### src/rtl/approx_err_sweeper_pkg.sv
`default_nettype none
// approx_err_pkg: sweeper FSM state type and the width helpers that size the
// product, error, sum and count buses from the operand width.
package approx_err_pkg;

  typedef enum logic [1:0] {
    IDLE  = 2'd0,
    SWEEP = 2'd1,
    DRAIN = 2'd2,
    DONE  = 2'd3
  } state_t;

  function automatic int prod_w(input int w);
    return 2 * w;
  endfunction

  // One extra bit so approx - exact never overflows for any product pair.
  function automatic int err_w(input int w);
    return 2 * w + 1;
  endfunction

  // 2^(2w) samples of at most 2^(2w) magnitude each, plus a sign bit.
  function automatic int sum_w(input int w);
    return 4 * w + 2;
  endfunction

  function automatic int cnt_w(input int w);
    return 2 * w + 1;
  endfunction

endpackage
`default_nettype wire

### src/rtl/approx_err_sweeper_if.sv
`default_nettype none
// approx_err_sweeper_if: sweep control, operand/product exchange with the external
// multipliers, and the accumulated error statistics.
interface approx_err_sweeper_if #(
  parameter int WIDTH = 8
);
  import approx_err_pkg::*;

  logic                            i_start;
  logic                            o_busy;
  logic                            o_done;
  logic [WIDTH-1:0]                o_a;
  logic [WIDTH-1:0]                o_b;
  logic                            o_valid;
  logic [prod_w(WIDTH)-1:0]        i_exact;
  logic [prod_w(WIDTH)-1:0]        i_approx;
  logic signed [sum_w(WIDTH)-1:0]  o_sum_err;
  logic [sum_w(WIDTH)-1:0]         o_sum_abs_err;
  logic [err_w(WIDTH)-1:0]         o_max_abs_err;
  logic [WIDTH-1:0]                o_max_a;
  logic [WIDTH-1:0]                o_max_b;
  logic [cnt_w(WIDTH)-1:0]         o_err_cnt;
  logic [cnt_w(WIDTH)-1:0]         o_sample_cnt;

  modport slave (
    input  i_start, i_exact, i_approx,
    output o_busy, o_done, o_a, o_b, o_valid,
           o_sum_err, o_sum_abs_err, o_max_abs_err,
           o_max_a, o_max_b, o_err_cnt, o_sample_cnt
  );

  modport master (
    output i_start, i_exact, i_approx,
    input  o_busy, o_done, o_a, o_b, o_valid,
           o_sum_err, o_sum_abs_err, o_max_abs_err,
           o_max_a, o_max_b, o_err_cnt, o_sample_cnt
  );

endinterface
`default_nettype wire

### src/rtl/approx_err_sweeper_err_accum.sv
`default_nettype none
// err_accum: per-sample error (approx - exact), its magnitude, running sums,
// first-occurrence worst case with its operands, and sample/error counters.
module err_accum
  import approx_err_pkg::*;
#(
  parameter int WIDTH       = 8,
  parameter int SIGNED_MODE = 1
) (
  input  logic                           clk,
  input  logic                           rst,
  input  logic                           clear,
  input  logic                           cap_en,
  input  logic [WIDTH-1:0]               cap_a,
  input  logic [WIDTH-1:0]               cap_b,
  input  logic [prod_w(WIDTH)-1:0]       exact,
  input  logic [prod_w(WIDTH)-1:0]       approx,
  output logic signed [sum_w(WIDTH)-1:0] sum_err,
  output logic [sum_w(WIDTH)-1:0]        sum_abs_err,
  output logic [err_w(WIDTH)-1:0]        max_abs_err,
  output logic [WIDTH-1:0]               max_a,
  output logic [WIDTH-1:0]               max_b,
  output logic [cnt_w(WIDTH)-1:0]        err_cnt,
  output logic [cnt_w(WIDTH)-1:0]        sample_cnt
);

  localparam int PW = prod_w(WIDTH);
  localparam int EW = err_w(WIDTH);
  localparam int SW = sum_w(WIDTH);
  localparam int CW = cnt_w(WIDTH);

  logic                 ext_exact;
  logic                 ext_approx;
  logic signed [EW-1:0] err;
  logic [EW-1:0]        abs_err;
  logic [SW-1:0]        err_wide;
  logic [SW-1:0]        abs_wide;

  // Unsigned products are zero-extended, signed ones sign-extended, before the subtract.
  assign ext_exact  = (SIGNED_MODE != 0) & exact[PW-1];
  assign ext_approx = (SIGNED_MODE != 0) & approx[PW-1];
  assign err        = $signed({ext_approx, approx}) - $signed({ext_exact, exact});
  assign abs_err    = err[EW-1] ? $unsigned(-err) : $unsigned(err);
  assign err_wide   = {{(SW-EW){err[EW-1]}}, err};
  assign abs_wide   = {{(SW-EW){1'b0}}, abs_err};

  always_ff @(posedge clk) begin
    if (rst || clear) begin
      sum_err     <= '0;
      sum_abs_err <= '0;
      max_abs_err <= '0;
      max_a       <= '0;
      max_b       <= '0;
      err_cnt     <= '0;
      sample_cnt  <= '0;
    end else if (cap_en) begin
      sum_err     <= sum_err + err_wide;
      sum_abs_err <= sum_abs_err + abs_wide;
      // Strictly greater keeps the earliest pair on ties.
      if (abs_err > max_abs_err) begin
        max_abs_err <= abs_err;
        max_a       <= cap_a;
        max_b       <= cap_b;
      end
      if (err != '0) begin
        err_cnt <= err_cnt + CW'(1);
      end
      sample_cnt  <= sample_cnt + CW'(1);
    end
  end

endmodule
`default_nettype wire

### src/rtl/approx_err_sweeper.sv
`default_nettype none
// approx_err_sweeper: walks every (a,b) operand pair once, aligns the returned
// products through a LATENCY-deep valid pipeline and feeds err_accum.
module approx_err_sweeper
  import approx_err_pkg::*;
#(
  parameter int WIDTH       = 8,
  parameter int SIGNED_MODE = 1,
  parameter int LATENCY     = 1
) (
  input logic                 i_clk,
  input logic                 i_rst,
  approx_err_sweeper_if.slave bus
);

  localparam logic [WIDTH-1:0] OP_MIN = (SIGNED_MODE != 0) ? {1'b1, {(WIDTH-1){1'b0}}} : '0;
  localparam logic [WIDTH-1:0] OP_MAX = (SIGNED_MODE != 0) ? {1'b0, {(WIDTH-1){1'b1}}} : '1;

  state_t           state;
  state_t           state_nx;
  logic [WIDTH-1:0] a;
  logic [WIDTH-1:0] b;
  logic             last;
  logic             clr_acc;
  logic             drain_end;
  logic             cap_en;
  logic [WIDTH-1:0] cap_a;
  logic [WIDTH-1:0] cap_b;

  assign last = (a == OP_MAX) && (b == OP_MAX);

  always_comb begin
    state_nx = state;
    clr_acc  = 1'b0;
    case (state)
      IDLE, DONE: begin
        if (bus.i_start) begin
          state_nx = SWEEP;
          clr_acc  = 1'b1;
        end
      end
      SWEEP: begin
        if (last) begin
          state_nx = (LATENCY == 0) ? DONE : DRAIN;
        end
      end
      DRAIN: begin
        if (drain_end) begin
          state_nx = DONE;
        end
      end
      default: state_nx = IDLE;
    endcase
  end

  always_ff @(posedge i_clk) begin
    if (i_rst) begin
      state <= IDLE;
      a     <= '0;
      b     <= '0;
    end else begin
      state <= state_nx;
      if (clr_acc) begin
        a <= OP_MIN;
        b <= OP_MIN;
      end else if (state == SWEEP && !last) begin
        // Raw bit patterns wrap MAX -> MIN in both signed and unsigned modes.
        b <= b + 1'b1;
        if (b == OP_MAX) begin
          a <= a + 1'b1;
        end
      end
    end
  end

  assign bus.o_busy  = (state == SWEEP) || (state == DRAIN);
  assign bus.o_done  = (state == DONE);
  assign bus.o_valid = (state == SWEEP);
  assign bus.o_a     = a;
  assign bus.o_b     = b;

  generate
    if (LATENCY > 0) begin : g_pipe
      logic [LATENCY-1:0] vpipe;
      logic [WIDTH-1:0]   apipe [LATENCY];
      logic [WIDTH-1:0]   bpipe [LATENCY];

      always_ff @(posedge i_clk) begin
        if (i_rst) begin
          vpipe <= '0;
          for (int i = 0; i < LATENCY; i++) begin
            apipe[i] <= '0;
            bpipe[i] <= '0;
          end
        end else begin
          vpipe[0] <= (state == SWEEP);
          apipe[0] <= a;
          bpipe[0] <= b;
          for (int i = 1; i < LATENCY; i++) begin
            vpipe[i] <= vpipe[i-1];
            apipe[i] <= apipe[i-1];
            bpipe[i] <= bpipe[i-1];
          end
        end
      end

      assign cap_en    = vpipe[LATENCY-1];
      assign cap_a     = apipe[LATENCY-1];
      assign cap_b     = bpipe[LATENCY-1];
      // Empty after this edge once only the oldest stage still holds a sample.
      assign drain_end = ((vpipe << 1) == '0);
    end else begin : g_nopipe
      assign cap_en    = (state == SWEEP);
      assign cap_a     = a;
      assign cap_b     = b;
      assign drain_end = 1'b1;
    end
  endgenerate

  err_accum #(
    .WIDTH       (WIDTH),
    .SIGNED_MODE (SIGNED_MODE)
  ) u_err_accum (
    .clk         (i_clk),
    .rst         (i_rst),
    .clear       (clr_acc),
    .cap_en      (cap_en),
    .cap_a       (cap_a),
    .cap_b       (cap_b),
    .exact       (bus.i_exact),
    .approx      (bus.i_approx),
    .sum_err     (bus.o_sum_err),
    .sum_abs_err (bus.o_sum_abs_err),
    .max_abs_err (bus.o_max_abs_err),
    .max_a       (bus.o_max_a),
    .max_b       (bus.o_max_b),
    .err_cnt     (bus.o_err_cnt),
    .sample_cnt  (bus.o_sample_cnt)
  );

endmodule
`default_nettype wire

### src/flat_wrapper.sv
// flat-port wrapper written by rule: the top's interface ports become plain ports
module approx_err_sweeper_flat import approx_err_pkg::*;
#(
  parameter int WIDTH       = 8,
  parameter int SIGNED_MODE = 1,
  parameter int LATENCY     = 1
)
  (i_clk, i_rst, bus_i_start, bus_i_exact, bus_i_approx, bus_o_busy, bus_o_done, bus_o_a, bus_o_b, bus_o_valid, bus_o_sum_err, bus_o_sum_abs_err, bus_o_max_abs_err, bus_o_max_a, bus_o_max_b, bus_o_err_cnt, bus_o_sample_cnt);
  approx_err_sweeper_if #(.WIDTH(WIDTH)) bus_i ();
  input logic i_clk;
  input logic i_rst;
  input wire logic [$bits(bus_i.i_start)-1:0] bus_i_start;
  input wire logic [$bits(bus_i.i_exact)-1:0] bus_i_exact;
  input wire logic [$bits(bus_i.i_approx)-1:0] bus_i_approx;
  output wire logic [$bits(bus_i.o_busy)-1:0] bus_o_busy;
  output wire logic [$bits(bus_i.o_done)-1:0] bus_o_done;
  output wire logic [$bits(bus_i.o_a)-1:0] bus_o_a;
  output wire logic [$bits(bus_i.o_b)-1:0] bus_o_b;
  output wire logic [$bits(bus_i.o_valid)-1:0] bus_o_valid;
  output wire logic [$bits(bus_i.o_sum_err)-1:0] bus_o_sum_err;
  output wire logic [$bits(bus_i.o_sum_abs_err)-1:0] bus_o_sum_abs_err;
  output wire logic [$bits(bus_i.o_max_abs_err)-1:0] bus_o_max_abs_err;
  output wire logic [$bits(bus_i.o_max_a)-1:0] bus_o_max_a;
  output wire logic [$bits(bus_i.o_max_b)-1:0] bus_o_max_b;
  output wire logic [$bits(bus_i.o_err_cnt)-1:0] bus_o_err_cnt;
  output wire logic [$bits(bus_i.o_sample_cnt)-1:0] bus_o_sample_cnt;
  assign bus_i.i_start = bus_i_start;
  assign bus_i.i_exact = bus_i_exact;
  assign bus_i.i_approx = bus_i_approx;
  assign bus_o_busy = bus_i.o_busy;
  assign bus_o_done = bus_i.o_done;
  assign bus_o_a = bus_i.o_a;
  assign bus_o_b = bus_i.o_b;
  assign bus_o_valid = bus_i.o_valid;
  assign bus_o_sum_err = bus_i.o_sum_err;
  assign bus_o_sum_abs_err = bus_i.o_sum_abs_err;
  assign bus_o_max_abs_err = bus_i.o_max_abs_err;
  assign bus_o_max_a = bus_i.o_max_a;
  assign bus_o_max_b = bus_i.o_max_b;
  assign bus_o_err_cnt = bus_i.o_err_cnt;
  assign bus_o_sample_cnt = bus_i.o_sample_cnt;
  approx_err_sweeper #(.WIDTH(WIDTH), .SIGNED_MODE(SIGNED_MODE), .LATENCY(LATENCY)) u_core (.i_clk(i_clk), .i_rst(i_rst), .bus(bus_i));
endmodule
### config.mk
export PLATFORM = sky130hd
export DESIGN_NAME = approx_err_sweeper_flat
export DESIGN_NICKNAME = d
export VERILOG_FILES = /design/src/rtl/approx_err_sweeper_pkg.sv /design/src/rtl/approx_err_sweeper_if.sv /design/src/rtl/approx_err_sweeper_err_accum.sv /design/src/rtl/approx_err_sweeper.sv /design/src/flat_wrapper.sv
export SDC_FILE = /design/constraint.sdc
export NUM_CORES = 1
export LEC_CHECK = 0
export ABC_AREA = 1
export CAP_MARGIN = 20
export CORE_MARGIN = 5
export CORE_UTILIZATION = 59
export DETAILED_ROUTE_END_ITERATION = 10
export GPL_ROUTABILITY_DRIVEN = 0
export PLACE_DENSITY_LB_ADDON = 0.15
export SYNTH_ARGS = -nofsm -noshare
export SYNTH_HDL_FRONTEND = slang
export SYNTH_SLANG_ARGS = --single-unit
### constraint.sdc
create_clock -name i_clk -period 11.87 [get_ports i_clk]
set_input_delay 1.7805 -clock i_clk [delete_from_list [all_inputs] [get_ports i_clk]]
set_output_delay 1.7805 -clock i_clk [all_outputs]
set_load 0.05 [all_outputs]
# Yosys cells after proc, flatten, opt, wreduce, memory -nomap -nowiden
# Memory sizes are Yosys's and may differ from the RTL's. A register that Yosys moved wholly into a read port is not among the register bits.
# Cells that the tools add are included.
# classes
addsub	8
n_mul	0
div	0
magnitude_cmp	1
eq_ne	7
shift	0
muxes	18
bitwise	0
reduce_logical	18
# op_table
op	count
8-bit 2-to-1 mux	7
17-bit by 1-bit adder with 17-bit output (second input constant)	2
34-bit by 17-bit adder with 34-bit output	1
34-bit adder	1
17-bit > comparator	1
17-bit 2-to-1 mux	1
17-bit negation	1
17-bit nonzero test	1
16-bit by 16-bit subtractor with 17-bit output	1
8-bit by 1-bit adder with 8-bit output (second input constant)	2
8-bit by 7-bit == test with 1-bit output (second input constant)	2
8-bit OR reduction	2
2-bit AND reduction	5
1-bit 2-to-1 mux	7
2-bit case mux with 3 select lines	1
2-bit == test (second input constant)	2
2-bit 2-to-1 mux	2
2-bit nonzero test	2
2-bit OR reduction	2
2-bit by 1-bit == test with 1-bit output (second input constant)	1
1-bit logical AND	2
2-bit zero test	1
1-bit logical OR	2
2-bit by 1-bit != test with 1-bit output (second input constant)	1
other kinds (2)	2
# totals
regBits	138
latch_bits	0
mem_bits_rw	16
romBits	0
inputBits	35
out_inout_bits	154
word_cells	65
mem_count	2
# mem_list
name	depth	word_bits	read_ports	rd_clocked_by_memory_dff	wr	line	text
u_core.g_pipe.apipe	1	8	1	1	1	approx_err_sweeper.sv:85	logic [WIDTH-1:0] apipe [LATENCY];
u_core.g_pipe.bpipe	1	8	1	1	1	approx_err_sweeper.sv:86	logic [WIDTH-1:0] bpipe [LATENCY];

# Logic depth before layout (Yosys ltp)
# Gate-level depths: netlist of the first run.
# depth
ltp_word	6
ltp_mapped	33
depth_no_buf	32

# Hierarchy
# Synthesis of the first run repeated with hierarchy kept, for this count alone.
# unflattened
hier_cells	1883
hier_area_um2	12065.3
# by_module_without_submodules
mod	n_inst	cells_each	area_each_um2	seq_area_each_um2
err_accum	1	1682	10535.1	2702.6
approx_err_sweeper	1	201	1530.2	700.7

# Worst setup path before layout of the first run
# OpenSTA, ideal clock, no wires.
# synth_path
kind	input port to flip-flop
start	input port bus_i_approx[0]
end	register u_core.u_err_accum.max_abs_err[10]
setup_ps	128
t_arrival_ps	5336
required_ps	11742
setup_slack_ps	6405
cell_stages	26
path_buffers	3
cell_sequence	inv_1 ha_1 fa_1 inv_1 nand3_1 nand2_2 nand2_1 nand2_1 nand3b_1 nand3_1 nand2_2 inv_1 buf_2 nand3_1 nand2_1 inv_1 ha_1 nand4_1 nor3_1 nand4_1 nand3_1 nand2_1 inv_1 clkbuf_1 clkbuf_1 a21oi_1
# synth_via
elab_chain_len	5
# synth_lines
item	line	text
from (decl)	flat_wrapper.sv:14	input wire logic [$bits(bus_i.i_approx)-1:0] bus_i_approx;
16-bit by 16-bit subtractor with 17-bit output (*)	approx_err_sweeper_err_accum.sv:42	assign err = $signed({ext_approx, approx}) - $signed({ext_exact, exact});
17-bit negation	approx_err_sweeper_err_accum.sv:43	assign abs_err = err[EW-1] ? $unsigned(-err) : $unsigned(err);
17-bit 2-to-1 mux (*)	approx_err_sweeper_err_accum.sv:43	
via u_core.u_err_accum.abs_err[14]	approx_err_sweeper_err_accum.sv:35	logic [EW-1:0] abs_err;
17-bit > comparator (*)	approx_err_sweeper_err_accum.sv:60	if (abs_err > max_abs_err) begin
2-bit AND reduction (no source line) (*)	--	
to (signal assigned)	approx_err_sweeper_err_accum.sv:61	max_abs_err <= abs_err;
to (decl)	approx_err_sweeper_err_accum.sv:20	output logic [err_w(WIDTH)-1:0] max_abs_err,
# Mark *: on every way through the listed nets, which the timed path passes. The rest lies on a longest branch.
# A chain may end at the register's enable or synchronous reset.

# Final worst setup path of the first run
# layout_path
start	input port bus_i_approx[0]
end	register u_core.u_err_accum.max_abs_err[13]
# The elaborated chain is that of the path after synthesis.

==> impl_metrics.toml, run 1 <==
[synth]
yosysUniqueCellTypes = 47
ys_seq_area_frac = 0.286
ys_async_sr_fraction = 0
syn_avg_cell_area_um2 = 6.42
ys_warn_count = 0
synth_edf_count = 0
synth_top_cell_by_area = "dfxtp_1"
syn-num-nets = 1984
synth_top_area_frac = 0.286
synthTopCellsByArea = "dfxtp_1 29%, nand2_1 12%, ha_1 9.7%"
netlist_area_um2 = 11900
ys.flop_type = "dfxtp_1"
ys_seq_elements = 170
syn_inst = 1854

[clock_network]
ctsHoldBuffers = 0
cts_max_level = 4
numClockSinks = 170
clk_latency_ns = 0.44
clk_transition_reported_paths_ns = 0.08
numCtsBuffers = 17
cts_tree = "built"
cts_root_buf = "clkbuf_16"
post_cts_resized = 0
cts_setup_buffers = 0
clk_path_buf_depth = 2

[die]
fp.dieW_um = 152
core_um2 = 20000
fp-row-count = 52
die_h_um = 152
start_util = 0.594
io_pins = 189
die-area_um2 = 23100

[timing]
hold_violations = 0
worst_slew_pin_slew_ns = 1.01
setup_tns_ns = 0
maxSlewViolCount = 0
period_needed_ns = 6.60
setup_violations = 0
rsz0062_at_grt = "no"
fmax_mhz = 151
max-slew-margin-rel = 0.326
fin_worst_skew_ns = 0.0188
period_share = 0.556

[global_routing]
antenna_found_initial = 0
grt_pass1_wl_mm = 55.2
grt_usage = 0.277
grt_max_degree = 96
grt_overflow = 0
grt_pass1_vias = 11618

[status]
status = "complete, no violations"

[run]
cap_violations = 0

[layout]
drive_gt1_frac = 0.0462
diodes = 0
layout.area.seq_um2 = 3410
final_nets = 2153
synthToLayoutAreaGrowth_pct = 23.2
multi_input_area_um2 = 7170
fillers = 1712

[critical_path]
max_stage_delay_ns = 0.77
required_ns = 12.21
cp_common_cell = "inv_1"
rr_worst_depth = 13
crit_path_end_kind = "flip-flop"
critPathLaunchType = "input port"
cp_num_cells = 27
critical_path.top_delay_family = "buffers and inverters"
worstPathMaxFanout = 29
worstPathArrival_ns = 6.95
crit_type = "input port to flip-flop"
path_buf_inv = 8
reg2reg_slack_ns = 9.05
crit_slowest_cell = "inv_1"

[hold_path]
worst_hold_path_type = "flip-flop to flip-flop"
hold_depth = 2

[pwr]
leakagePower_nw = 6.79
combPwrFrac = 0.504
internal-power_mw = 1.35
power_density_nw_per_um2 = 176
total_power_mw = 2.58
ir_drop_v = 0.000132
p_seq_frac = 0.269
p_sw_mw = 1.23
sw_frac_of_total = 0.478
clkPwrFrac = 0.227

[detailed_routing]
wl_per_cell_um = 14.3
dr.pass1.iters = 5
routed_wl_mm = 33.1
drt_iter0_drc = 968
ant_nets = 0
vias = 12452
avgViaCountPerCell = 5.40
drc = 0

[place]
dpl.hpwl_mm = 24.6
port_buffers = 188
tightest hold or removal path, cell delays in order, from the launching register on:
cell,delay (ns)
dfxtp_1,0.31
o21ai_0,0.07
nor2_1,0.07
metal layers:
layer,part of all wire,vias to the layer above,wire (um),track usage
met5,0,-,0,0
met1,0.44,5638,14500,0.360
li1,-,6290,-,-
met4,0.026,0,847,0.0903
met2,0.46,450,15400,0.465
met3,0.072,74,2380,0.0546
registers in the layout, indices dropped and copies added (netlist names), 17 cells and up:
register                        flops
u_core.u_err_accum.max_abs_err     17
u_core.u_err_accum.sum_abs_err     34
u_core.u_err_accum.sum_err         34
u_core.u_err_accum.err_cnt         17
u_core.u_err_accum.sample_cnt      17
layout make-up:
| class | count | share of cell area |
|---|---|---|
| well taps | 270 | 0.0230 |
| repair buffers | 194 | 0.134 |
| clock buffers | 17 | 0.0290 |
| clock inverters | 15 | 0.0146 |
| flip-flops and latches | 170 | 0.232 |
| inverters | 302 | 0.0773 |
| multi-input cells | 1338 | 0.489 |
stage by stage:
step / std cells / setup slack, ns / hold WS, ns / area [um2] / util
6_report: 2306 / 5.27 / 0.479 / 14700 / 0.731
3_3_place_gp: 2272 / 3.91 / 0.462 / 14000 / 0.697
3_5_place_dp: 2272 / 3.67 / 0.464 / 14000 / 0.697
5_1_grt: 2306 / 4.73 / 0.502 / 14700 / 0.731
2_1_floorplan: 1854 / 6.41 / 0.454 / 11900 / -
4_1_cts: 2304 / 4.11 / 0.484 / 14600 / 0.729
worst paths after layout:
| kind | from | end |
|---|---|---|
| hold reg to reg | u_core.g_pipe.bpipe[0][5] | u_core.u_err_accum.max_b[5] |
| setup / recovery | bus_i_approx[0] | u_core.u_err_accum.max_abs_err[13] |
| hold / removal | u_core.g_pipe.bpipe[0][5] | u_core.u_err_accum.max_b[5] |
| setup reg to reg | u_core.u_err_accum.max_abs_err[8] | u_core.u_err_accum.max_abs_err[13] |
logic make-up after synthesis:
| family | Yosys count | synth area share |
|---|---|---|
| DFF | 170 | 0.286 |
| buffers and inverters | 346 | 0.112 |
| and+or+nand+nor | 859 | 0.306 |
| xor gates and xnor gates | 60 | 0.0442 |
| adders and majority gates | 95 | 0.102 |
| AOI/OAI and AO/OA | 324 | 0.150 |
power by group through the flow:
stage	combinational, mW	sequential (mW)	clock (mW)
floorplan	0.748	0.887	0
CTS	1.28	0.693	0.590
detailed placement	1.27	0.705	0
finish	1.30	0.694	0.584
global route	1.43	0.701	0.616
global placement	1.24	0.705	0
cell usage after synthesis, drive strengths merged, types with 5 or more instances:
cell type / number
a21boi: 5
inv: 302
nand3: 99
nor3: 36
nand3b: 5
dfxtp: 170
nor2: 275
buf: 13
o211ai: 8
xnor2: 16
nor4: 9
o21a: 7
a21oi: 148
o21ai: 124
clkbuf: 31
xor2: 44
nand4: 27
ha: 92
o21bai: 9
a31oi: 8
nand2: 398
a21o: 8
cell usage in the layout, fill, tap and decap left out, types with 3 or more instances in the layout:
master,synthesis,routed
nor3_1,35,35
nor4_1,8,8
fa_1,3,3
a21boi_0,5,5
nor2_2,3,3
o211ai_1,8,8
nand2_2,22,22
inv_12,0,3
ha_1,92,92
nand4_1,26,26
o21a_1,7,7
xor2_1,44,44
nand3b_1,5,5
buf_4,2,4
o21ai_0,122,122
clkdlybuf4s50_1,0,188
inv_2,8,8
nand3_1,99,99
a21oi_2,11,11
a31oi_1,8,8
inv_1,294,294
nor2_1,271,270
a21oi_1,137,137
a21o_1,8,8
xnor2_1,16,16
or2_2,3,3
clkinv_8,0,8
dfxtp_1,170,169
clkbuf_16,0,17
nand2_1,374,374
and2_1,3,3
o21bai_1,9,9
Power figures use the tool's default switching activity.
==> inputs of run 2 (changes only) <==
Settings changed: CORE_UTILIZATION 59 to 50.
Clock period 11.87 ns to 5.4 ns, I/O delays scaled along.
==> run 2 against run 1 <==
  * Sequential power is 130% higher
  * Power is 120% higher
  * Via count is 2.5% lower
  * Setup slack worse by 4.8 ns
  * Largest cell class unchanged
  * Sequential share of layout area is 0.12 points lower
  * Highest routed layer unchanged
  * Final cell count is 2.4% higher
  * Critical path depth is 1 higher
  * Non-clock buffer count is 6 higher
  * Utilization is 10 points lower
==> impl_metrics.toml, run 2 (synthesized netlist as in run 1, its figures left out) <==
[clock_network]
clk_transition_reported_paths_ns = 0.09
clk_latency_ns = 0.44
cts_max_level = 4
ctsHoldBuffers = 0
cts_setup_buffers = 0
cts_root_buf = "clkbuf_16"
cts_tree = "built"
clk_path_buf_depth = 2
numClockSinks = 170
post_cts_resized = 0
numCtsBuffers = 17

[critical_path]
max_stage_delay_ns = 0.46
worstPathMaxFanout = 11
crit_path_end_kind = "flip-flop"
cp_common_cell = "nand2_1"
crit_slowest_cell = "clkdlybuf4s50_1"
worstPathArrival_ns = 5.35
critical_path.top_delay_family = "simple AND/OR/NAND/NOR gates"
critPathLaunchType = "input port"
path_buf_inv = 5
crit_type = "input port to flip-flop"
required_ns = 5.77

[global_routing]
grt_pass1_vias = 11518
grt_usage = 0.247
grt_overflow = 0
grt_max_degree = 97
grt_pass1_wl_mm = 55.1
antenna_found_initial = 0

[detailed_routing]
drc = 0
dr.pass1.iters = 6
ant_nets = 0
drt_iter0_drc = 743
vias = 12144
avgViaCountPerCell = 5.14
wl_per_cell_um = 14.1
routed_wl_mm = 33.4

[pwr]
total_power_mw = 5.67
ir_drop_v = 0.000232
power_density_nw_per_um2 = 385
leakagePower_nw = 6.81

[layout]
final_cell_area_um2 = 14700
layout_commonest_cell = "nand2_1"
stdcell_count = 2361
drive_gt1_frac = 0.0490
reg_top3 = "u_core.u_err_accum.sum_abs_err (34), u_core.u_err_accum.sum_err (34)"
diodes = 0
layout_common_cells = "374 x nand2_1, 294 x inv_1, 270 x nor2_1"
final_nets = 2159
synthToLayoutAreaGrowth_pct = 23.9

[die]
fp-row-count = 56
fp.dieW_um = 164
start_util = 0.507
die_h_um = 164
io_pins = 189
core_um2 = 23500
die-area_um2 = 27000

[place]
port_buffers = 188
dpl_cell_area_um2 = 14100
dpl.hpwl_mm = 25.6
dp_cells = 2329

[timing]
hold_violations = 0
period_share = 0.922
rsz0062_at_grt = "no"
period_needed_ns = 4.98
worst_slew_pin_slew_ns = 1.09
max-slew-margin-rel = 0.271
hold_slack_ns = 0.481
fmax_mhz = 201
setup_tns_ns = 0
setup_violations = 0
maxSlewViolCount = 0
fin_worst_skew_ns = 0.0166

[hold_path]
worst_hold_path_type = "flip-flop to flip-flop"

[status]
status = "complete, no violations"

[run]
cap_violations = 0
[run 2: changes by cell type in the layout (fill, tap and decap cells not counted), sizes merged]
cell / previous run / this run
buf: 6 / 12
[run 2: per-layer routing]
| layer | GRT usage | up-vias | wire, um |
|---|---|---|---|
| met4 | 0.0698 | 0 | 607 |
| met2 | 0.406 | 327 | 15100 |
| li1 | - | 6292 | - |
| met3 | 0.0522 | 44 | 2150 |
| met1 | 0.328 | 5481 | 15600 |
| met5 | 0 | - | 0 |
[run 2: report_power, final]
| group | switching (mW) | internal (mW) |
|---|---|---|
| clock network | 0.656 | 0.641 |
| logic | 1.87 | 0.917 |
| registers | 0.183 | 1.40 |
[run 2: path summary, 6_finish.rpt]
| path | from | slack (ns) | endpoint | cells after the start |
|---|---|---|---|---|
| max reg2reg | u_core.cap_en | 2.23 | u_core.u_err_accum.sum_abs_err[33] | 9 |
| max | bus_i_approx[0] | 0.42 | u_core.u_err_accum.sum_abs_err[24] | 28 |
| min reg2reg | u_core.g_pipe.bpipe[0][2] | 0.48 | u_core.u_err_accum.max_b[2] | 2 |
| min | u_core.g_pipe.bpipe[0][2] | 0.48 | u_core.u_err_accum.max_b[2] | 2 |
[run 2: layout make-up]
cell class,count,area [um2]
fillers,2242,8740
multi-input cells,1338,7170
flip-flops and latches,170,3410
repair buffers,200,1980
inverters,302,1130
clock buffers,17,425
well taps,319,399
clock inverters,15,211
[run 2: per-stage QoR]
stage / utilization / worst slack [ns]
6_report: 0.628 / 0.423
3_3_place_gp: 0.601 / 0.236
3_5_place_dp: 0.601 / 0.126
2_1_floorplan: - / 0.906
5_1_grt: 0.628 / 0.0410
4_1_cts: 0.628 / 0.498
[run 2: worst reg2reg max path, cell delays in order, from the launching register on]
cell     delay, ns
dfxtp_4       1.02
inv_2         0.68
nor4_1        0.52
and3_1        0.24
nand2_1       0.09
inv_1         0.11
nand2_1       0.12
o21ai_0       0.18
nand2_1       0.06
nor2_1        0.10
